<file path="config.mk">
export PLATFORM = sky130hd
export DESIGN_NAME = stopwatch_ctrl
export DESIGN_NICKNAME = d
export VERILOG_FILES = /design/src/rtl/stopwatch_ctrl.sv
export SDC_FILE = /design/constraint.sdc
export NUM_CORES = 1
export LEC_CHECK = 0
export BUFFER_PORTS_ARGS = -buffer_cell sky130_fd_sc_hd__buf_2
export CAP_MARGIN = 20
export CORE_MARGIN = 2
export CORE_UTILIZATION = 60
export CTS_CLUSTER_DIAMETER = 60
export DETAILED_ROUTE_END_ITERATION = 8
export PLACE_DENSITY = 0.79
export SLEW_MARGIN = 30
export SYNTH_ARGS = -nofsm -noshare
export SYNTH_HDL_FRONTEND = slang
export SYNTH_SLANG_ARGS = --single-unit
</file>
<file path="constraint.sdc">
create_clock -name clk -period 4.66 [get_ports clk]
set_clock_uncertainty 0.05 [all_clocks]
set_input_delay 0.233 -clock clk [delete_from_list [all_inputs] [get_ports clk]]
set_output_delay 0.233 -clock clk [all_outputs]
set_load 0.05 [all_outputs]
</file>
<file path="src/rtl/stopwatch_ctrl.sv">
// Stopwatch mode sequencer: RUN/PAUSE/ADJ FSM, one prescaler, single-cycle strobes to the digit counter.
// Optional build macro STOPWATCH_CTRL_CLR_PAUSE_EN: a reset edge also parks the stopwatch in PAUSE.
module stopwatch_ctrl #(
  parameter int SEC_DIV = 100000000
) (
  input  logic       clk,
  input  logic       rst_n,
  input  logic       pause_btn,
  input  logic       reset_btn,
  input  logic       adj,
  input  logic [1:0] sel,
  output logic [1:0] state,
  output logic       cnt_en,
  output logic       cnt_clr,
  output logic       inc_min,
  output logic       inc_sec,
  output logic       blink
);

  localparam int PW = $clog2(SEC_DIV);
  localparam logic [PW-1:0] FULL_V = PW'(SEC_DIV - 1);
  localparam logic [PW-1:0] HALF_V = PW'(SEC_DIV / 2 - 1);

  typedef enum logic [1:0] {
    ST_RUN   = 2'b00,
    ST_PAUSE = 2'b01,
    ST_ADJ   = 2'b10
  } state_t;

  state_t        state_q, state_n;
  logic          run_saved, run_saved_n;
  logic          pause_prev, reset_prev;
  logic [PW-1:0] pcnt, pcnt_n;
  logic          cnt_en_n, cnt_clr_n, inc_min_n, inc_sec_n, blink_n;
  logic          pause_edge, reset_edge, full_tick, half_tick;
  logic          unused_sel_hi;

  assign unused_sel_hi = sel[1];

  assign pause_edge = pause_btn & ~pause_prev;
  assign reset_edge = reset_btn & ~reset_prev;
  assign full_tick  = (pcnt == FULL_V);
  assign half_tick  = (pcnt == HALF_V) | full_tick;

  always_comb begin
    state_n     = state_q;
    run_saved_n = run_saved;
    case (state_q)
      ST_RUN: begin
        if (adj) begin
          state_n     = ST_ADJ;
          run_saved_n = 1'b1;
        end else if (pause_edge) begin
          state_n = ST_PAUSE;
        end
      end
      ST_PAUSE: begin
        if (adj) begin
          state_n     = ST_ADJ;
          run_saved_n = 1'b0;
        end else if (pause_edge) begin
          state_n = ST_RUN;
        end
      end
      ST_ADJ: begin
        if (!adj) state_n = run_saved ? ST_RUN : ST_PAUSE;
      end
      default: state_n = ST_PAUSE;
    endcase
`ifdef STOPWATCH_CTRL_CLR_PAUSE_EN
    // A clear always leaves the stopwatch stopped, now or on leaving ADJ.
    if (reset_edge) begin
      if (state_q == ST_ADJ) begin
        run_saved_n = 1'b0;
        if (!adj) state_n = ST_PAUSE;
      end else if (state_n == ST_ADJ) begin
        run_saved_n = 1'b0;
      end else begin
        state_n = ST_PAUSE;
      end
    end
`endif
  end

  always_comb begin
    pcnt_n = pcnt;
    if (reset_edge)                pcnt_n = '0;
    else if (state_q != ST_PAUSE)  pcnt_n = full_tick ? '0 : pcnt + PW'(1);

    cnt_clr_n = reset_edge;
    cnt_en_n  = full_tick & (state_q == ST_RUN) & ~reset_edge;
    inc_sec_n = half_tick & (state_q == ST_ADJ) &  sel[0] & ~reset_edge;
    inc_min_n = half_tick & (state_q == ST_ADJ) & ~sel[0] & ~reset_edge;

    // Blink only runs while staying in ADJ; entering or leaving shows the field.
    blink_n = blink;
    if (state_n != ST_ADJ || state_q != ST_ADJ) blink_n = 1'b1;
    else if (half_tick && !reset_edge)          blink_n = ~blink;
  end

  always_ff @(posedge clk or negedge rst_n) begin
    if (!rst_n) begin
      state_q    <= ST_PAUSE;
      run_saved  <= 1'b0;
      pause_prev <= 1'b0;
      reset_prev <= 1'b0;
      pcnt       <= '0;
      cnt_en     <= 1'b0;
      cnt_clr    <= 1'b0;
      inc_min    <= 1'b0;
      inc_sec    <= 1'b0;
      blink      <= 1'b1;
    end else begin
      state_q    <= state_n;
      run_saved  <= run_saved_n;
      pause_prev <= pause_btn;
      reset_prev <= reset_btn;
      pcnt       <= pcnt_n;
      cnt_en     <= cnt_en_n;
      cnt_clr    <= cnt_clr_n;
      inc_min    <= inc_min_n;
      inc_sec    <= inc_sec_n;
      blink      <= blink_n;
    end
  end

  assign state = state_q;

endmodule

</file>
### Yosys cells after proc, flatten, opt, wreduce, memory -nomap -nowiden

Index checks and enable logic that the tools add are counted.

* register bits after elaboration: 37
* input port bits: 7
* output and inout port bits: 7
* word-level logic and storage cells: 58

* add/subtract/negate cells: 1
* equal/unequal tests: 9
* muxes and demuxes: 15
* bitwise logic cells: 15
* reductions and logical operators: 8

Operator list (number)
* 27-bit two-way mux: 3
* 27-bit by 1-bit adder with 27-bit output (second input constant): 1
* 27-bit by 26-bit equality test with 1-bit output (second input constant): 1
* 27-bit equality test (second input constant): 1
* 2-bit two-way mux: 5
* 1-bit AND: 9
* 2-bit inequality test (second input constant): 4
* 2-bit case mux with 3 select lines: 1
* 2-bit nonzero test: 3
* 1-bit two-way mux: 5
* 1-bit NOT: 5
* 3-bit AND reduction: 1
* 2-bit by 1-bit equality test with 1-bit output (second input constant): 1
* 2-bit equality test (second input constant): 1
* 2-bit zero test: 1
* 2-bit by 1-bit inequality test with 1-bit output (second input constant): 1
* 1-bit case mux with 2 select lines: 1
* 1-bit logical AND: 1
* 1-bit zero test: 1
* 1-bit logical OR: 1
* 1-bit OR: 1

### Longest topological paths before layout

Gate-level depths: netlist (run 1).

* word-level depth: 8
* mapped depth: 8
* mapped depth without buffers: 6

### Worst setup path before layout (run 1)

OpenSTA, ideal clock, no wires.

* kind: register -> register
* from: reg state_q[1] (netlist: state[1])
* to: reg pcnt[6]
* library setup time: 0.121 ns
* arrival time: 1.719 ns
* required time: 4.489 ns
* path slack: 2.770 ns
* stages on the path, launching flop included: 7
* buffers on the path: 1
* clock period less this slack: 1.890 ns
* path through: dfrtp_1 -> and2b_2 -> buf_4 -> a21oi_1 -> and4_1 -> xnor2_1 -> nor2_1

* cells in the longest elaborated chain, start to end: 2

Ends and longest elaborated chain
* start: declaration: line 30 `state_t state_q, state_n;`
* start signal: assignment: line 114 `state_q <= state_n;`
* 2-bit by 1-bit inequality test with 1-bit output: line 88 `else if (state_q != ST_PAUSE) pcnt_n = full_tick ? '0 : pcnt + PW'(1);`
* 2-bit nonzero test (no line)
* end signal: assignment: line 118 `pcnt <= pcnt_n;`
* end: declaration: line 33 `logic [PW-1:0] pcnt, pcnt_n;`

Every way passes these cells.
A chain may end at the register's enable or synchronous reset.

### Worst setup path after layout (run 1)

* from: reg pcnt[11]
* to: reg pcnt[15]

* cells in the longest elaborated chain, start to end: 4
* elaborated cells on any way between the ends: 5
* those cells by class: add/sub (1); eq/ne (1); mux (3)

Ends and longest elaborated chain
* 27-bit by 1-bit adder with 27-bit output / 27-bit equality test (equally long branches): line 88, 42
* 27-bit two-way mux * (2 in series): line 88
* 27-bit two-way mux *: line 87 `if (reset_edge) pcnt_n = '0;`

Mark *: on every way between the ends. The rest lies on a longest branch, timed or not. The select of a mux whose other input is x is not followed.

==> out/summary.txt, run 1 <==
sw power: 210 uW
number of synthesized flops with an enable pin: 0
Clk pwr share: 28.6%
Worst Hold End: state[0]
syn_nets: 229
diodes inserted: 0
CTS root buffer: clkbuf_4
Initial Utilization: 61.9%
setup_tns: 0 ps
HP Start: adj
hold depth: 2
busiest layer in global routing: met1
YS warnings: 0
RSZ-0062 raised after global routing: false
number of DRC markers in iteration 0: 143
CTS tree: built
DRC viols: 0
Int Power: 468 uW
nets: 241
Critical R2R Launch: pcnt[11]
leakage dissipation: 0.000928 uW
peak fanout along the critical path: 11
largest net degree at the start of global routing: 38
most frequent cells in the layout: dfrtp_1 (35), nand2_1 (23), nor2_1 (22)
count of final hold-check violations: 0
WL per Instance: 15.6 um
global-route wire length before repair: 7.92 mm
M2 GR Usage: 37.6%
Syn Area/Cell: 9.27 sq um
final RePlAce weighted congestion: 0.830
minimum clock period: 2450 ps
Synth Instances: 221
count of unique library cells instantiated by Yosys: 47
CTS sink count: 37
clk buf depth: 2
Final Max Tran Viols: 0
Avg Vias per Cell: 6.13
Max Cap Viol: 0
die area: 0.00390 sq mm
CP startpoint kind: register
Min Hold Slack: 14.5 ps
fin crit share: 52.6%
outcome: finished, final reports clean
critical path class: reg -> reg
total CTS buffers: 5
met1 GRT Util: 37.8%
synthesized flop and latch total: 37
CORE AREA: 0.00331 sq mm
min-delay worst type: in -> reg
asr flop ratio synth: 100%
Comb pwr share: 16.7%
Detailed Place HPWL: 2.95 mm
CTS clk-pin slew, worst paths: 110 ps
Design Area, Final: 0.00221 sq mm
R2R cell count: 5
layout cells sized above 1: 12.8%
Die Height: 62.4 um
Placed Area: 0.00210 sq mm
Design Power: 677 uW
switch share: 30.9%
placement row count: 21
gr ovfl total: 0
Post-Route WL: 4.36 mm
GR met3 Demand/Resource: 7.03%
Syn Std Cell Area: 0.00205 sq mm
Slew headroom: 40.5%
antenna violations before repair: 0
sequential power share: 54.7%
First-pass DRT Iterations: 4
vias in the first global route: 1,624
clock latency on the worst-skew pair: 350 ps
Area Growth Syn to Fin: 7.94%
worst r2r dst: pcnt[15]
most common cell after layout, fill and taps aside: dfrtp_1
placed cell count: 268
sequential share of the synthesized area: 45.3%
# H-tree levels: 2
GRT Resource Usage Total: 25.9%
PD cells: 306 mW/mm^2
WP data required: 4820 ps
Synth Flop Type: dfrtp_1
Routed Antenna Nets: 0
fin cells: 280
fmax: 0.408 GHz
Max IR drop VDD: 251 uV
vias: 1,717
reg2reg setup slack: 2210 ps
# setup viols final: 0
IO Count: 14
Chip Width: 62.4 um
Crit path arrival time: 2610 ps
port buffer count: 12
Worst Setup End Kind: register
worst slew pin tran: 892 ps
-- registers in the layout (all words and copies together), names as in the netlist --
signal,cells
reset_prev,1
pcnt,27
cnt_en,1
inc_min,1
inc_sec,1
run_saved,1
state,2
pause_prev,1
blink,1
cnt_clr,1
-- per-layer routing --
layer / wire length [um] / vias up
met1: 2030 / 831
met3: 261 / 8
li1: - / 828
met2: 2010 / 50
met4: 56 / 0
met5: 0 / -
-- how the worst max path moves through the flow --
stage,endpoint,slack [ps],start,cells after the start
floorplan,pcnt[6],2770,state[1],6
global placement,pcnt[15],2270,pcnt[11],5
detailed placement,pcnt[15],2240,pcnt[11],5
CTS,pcnt[15],2230,pcnt[11],5
global route,pcnt[4],2020,pcnt[11],5
finish,pcnt[15],2210,pcnt[11],5
-- synth_stat cells (2+ instances only) --
master / instances / area share, %
and3_1: 4 / 1.2
nand3_1: 11 / 2.7
xor2_1: 7 / 3.0
o31ai_1: 2 / 0.73
o211ai_1: 2 / 0.73
buf_2: 4 / 0.98
nor3_1: 12 / 2.9
mux2i_1: 6 / 2.9
nand4_1: 9 / 2.7
o2111ai_1: 2 / 0.86
a21oi_1: 6 / 1.5
buf_6: 2 / 1.1
and4_1: 6 / 2.6
and2_1: 2 / 0.61
xnor2_1: 7 / 3.0
nor2_1: 22 / 4.0
nor4_1: 7 / 2.1
o21ai_0: 11 / 2.7
or4_1: 2 / 0.73
clkbuf_1: 4 / 0.73
dfrtp_1: 35 / 43
nand2_1: 23 / 4.2
dfstp_2: 2 / 2.6
nand2b_1: 4 / 1.2
a311oi_1: 3 / 1.3
inv_1: 5 / 0.92
-- worst max-delay path, stage by stage (launching register included) --
cell	delay, ps
dfrtp_1	450
or4_1	610
nor2_2	180
nand3_1	190
o21ai_1	700
o22ai_1	130
-- layout make-up --
type                       count  area, sq um
fill                         285         1100
tap                           46         57.6
clock buffer                   7         65.1
multi-input combinational    167         1030
inverter                       6         22.5
timing repair buffer          16          100
clock inverter                 1         5.00
sequential                    37          928
-- power by group through the flow --
stage / Sequential, uW / Clock, uW / Combinational (uW)
3_5_place_dp: 376 / 0 / 110
3_3_place_gp: 374 / 0 / 108
4_1_cts: 370 / 197 / 113
6_report: 370 / 194 / 113
2_1_floorplan: 385 / 0 / 72.4
5_1_grt: 374 / 216 / 128
-- through the flow --
| step | util (%) | setup WS, ps |
|---|---|---|
| 2_1_floorplan | - | 2770 |
| 3_3_place_gp | 63.5 | 2270 |
| 3_5_place_dp | 63.5 | 2240 |
| 4_1_cts | 66.8 | 2230 |
| 5_1_grt | 66.8 | 2020 |
| 6_report | 66.8 | 2210 |
-- cell families (layout without fill, tap and decap cells) --
kind of cell	after synthesis	after routing	share of synthesized area, %
AOI/OAI and AO/OA	35	35	11.1
xor gates and xnor gates	14	14	5.99
adders and majority gates	1	1	0.611
buffers and inverters	17	30	4.28
DFF	37	37	45.3
muxes	6	6	2.93
and+or+nand+nor	111	111	29.7
-- repair_timing --
item / CTS / global route
endpoints found under the hold margin: 38 / 0
hold buffers: 4 / 0
gates resized for setup: 0 / 0
buffers inserted: 0 / 0
No activity file was read; power rests on OpenSTA's default activity.
==> run 2: changes to the inputs <==
--- a/config.mk
+++ b/config.mk
@@ -8,10 +8,10 @@
 export BUFFER_PORTS_ARGS = -buffer_cell sky130_fd_sc_hd__buf_2
 export CAP_MARGIN = 20
 export CORE_MARGIN = 2
-export CORE_UTILIZATION = 60
+export CORE_UTILIZATION = 59
 export CTS_CLUSTER_DIAMETER = 60
 export DETAILED_ROUTE_END_ITERATION = 8
-export PLACE_DENSITY = 0.79
+export PLACE_DENSITY = 0.78
 export SLEW_MARGIN = 30
 export SYNTH_ARGS = -nofsm -noshare
 export SYNTH_HDL_FRONTEND = slang
==> constraint.sdc (replaced) <==
create_clock -name clk -period 2.5 [get_ports clk]
set_clock_uncertainty 0.05 [all_clocks]
set_input_delay 0.125 -clock clk [delete_from_list [all_inputs] [get_ports clk]]
set_output_delay 0.125 -clock clk [all_outputs]
set_load 0.05 [all_outputs]
==> out/summary.txt, run 2 (same netlist as run 1, synthesis figures left out) <==
First-pass DRT Iterations: 4
total CTS buffers: 5
RSZ-0062 raised after global routing: false
slowest library cell on the worst path: nor4_4
Avg Vias per Cell: 6.13
vias: 1,746
gr ovfl total: 0
PD cells: 542 mW/mm^2
clock latency on the worst-skew pair: 350 ps
Max Cap Viol: 0
GRT Resource Usage Total: 24.3%
Layout fillers: 282
CP cell instances: ha_1, nand2_1, nor4_4, nand4_1, or4_1, a31oi_1
# H-tree levels: 2
Buf/Inv on CP: 0
setup_tns: 0 ps
Crit path arrival time: 2320 ps
port buffer count: 12
Final Max Tran Viols: 0
largest net degree at the start of global routing: 38
antenna violations before repair: 0
Detailed Place HPWL: 3.02 mm
Slew headroom: 48.1%
nets: 246
Largest stage delay, worst path: 440 ps
Post-Route WL: 4.31 mm
max FFs per register: 27
leakage dissipation: 0.000942 uW
CORE AREA: 0.00334 sq mm
CTS tree: built
Clk pwr share: 24.8%
Area Growth Syn to Fin: 8.98%
minimum clock period: 2090 ps
CP startpoint kind: register
WP data required: 2730 ps
Top reg by flops: pcnt
most frequent cells in the layout: dfrtp_1 (35), nand2_1 (23), nor2_1 (22)
Initial Utilization: 61.4%
Die Height: 62.9 um
postcts setup bufs: 0
IO Count: 14
vias in the first global route: 1,593
fin crit share: 83.6%
fmax: 0.479 GHz
DRC viols: 0
final RePlAce weighted congestion: 0.950
CTS sink count: 37
count of final hold-check violations: 0
layout cells sized above 1: 13.8%
family with the most delay on the worst path: simple AND/OR/NAND/NOR gates
Design Power: 1210 uW
CTS clk-pin slew, worst paths: 110 ps
number of DRC markers in iteration 0: 118
worst slew pin tran: 778 ps
critical path class: reg -> reg
CTS root buffer: clkbuf_4
diodes inserted: 0
Comb pwr share: 18.2%
WL per Instance: 15.1 um
sequential power share: 57.0%
die area: 0.00396 sq mm
peak fanout along the critical path: 6
global-route wire length before repair: 7.55 mm
Max IR drop VDD: 377 uV
min-delay worst type: in -> async
Worst Setup End Kind: register
# setup viols final: 0
outcome: finished, final reports clean
clk buf depth: 2
Routed Antenna Nets: 0
Chip Width: 62.9 um
switch share: 31.7%
placement row count: 21
most common cell after layout, fill and taps aside: dfrtp_1
Int Power: 825 uW
sw power: 383 uW
==> run 2: per-stage QoR <==
stage          area (sq um)  utilization (%)  hold slack (ps)  setup WS [ps]  instances
2_1_floorplan          2050                -             -221            610        221
3_3_place_gp           2130             63.9              194            414        272
3_5_place_dp           2130             63.9              198            429        272
4_1_cts                2230             66.9              361            407        285
5_1_grt                2230             66.9              374            202        285
6_report               2230             66.9              329            410        285
==> run 2: area by class of cell <==
type,count,area [sq um],area share [%]
multi-input cells,167,1030,46.2
flip-flops and latches,37,928,41.6
repair buffers,21,140,6.28
well taps,46,57.6,2.58
clock buffers,6,41.3,1.85
inverters,6,22.5,1.01
clock inverters,2,10.0,0.448
==> run 2: power by group through the flow <==
stage | clock network, uW | logic [uW] | registers [uW]
floorplan | 0 | 135 | 718
global placement | 0 | 209 | 699
detailed placement | 0 | 215 | 700
CTS | 312 | 222 | 688
global route | 340 | 247 | 698
finish | 300 | 220 | 689
==> run 2: final timing paths <==
kind                            from          to  slack [ps]  cells after the start
setup / recovery             pcnt[0]    pcnt[22]         410                      6
hold / removal                 rst_n     inc_sec         330                      2
setup reg to reg             pcnt[0]    pcnt[22]         410                      6
hold reg to reg            run_saved   run_saved         480                      2
max in group asynchronous      rst_n    pcnt[13]        1560                      2
min in group clk           reset_btn  reset_prev         380                      2
==> run 2: metal layers <==
layer / track usage [%] / up-vias / wire (um)
met5: 0 / - / 0
met4: 6.94 / 0 / 53
met3: 6.49 / 6 / 294
met2: 36.4 / 55 / 2020
met1: 34.6 / 835 / 1940
li1: - / 850 / -
==> run 2: timing repair <==
action / CTS / global route
endpoints found under the hold margin: 40 / 0
resized for setup: 0 / 0
hold buffers: 5 / 0
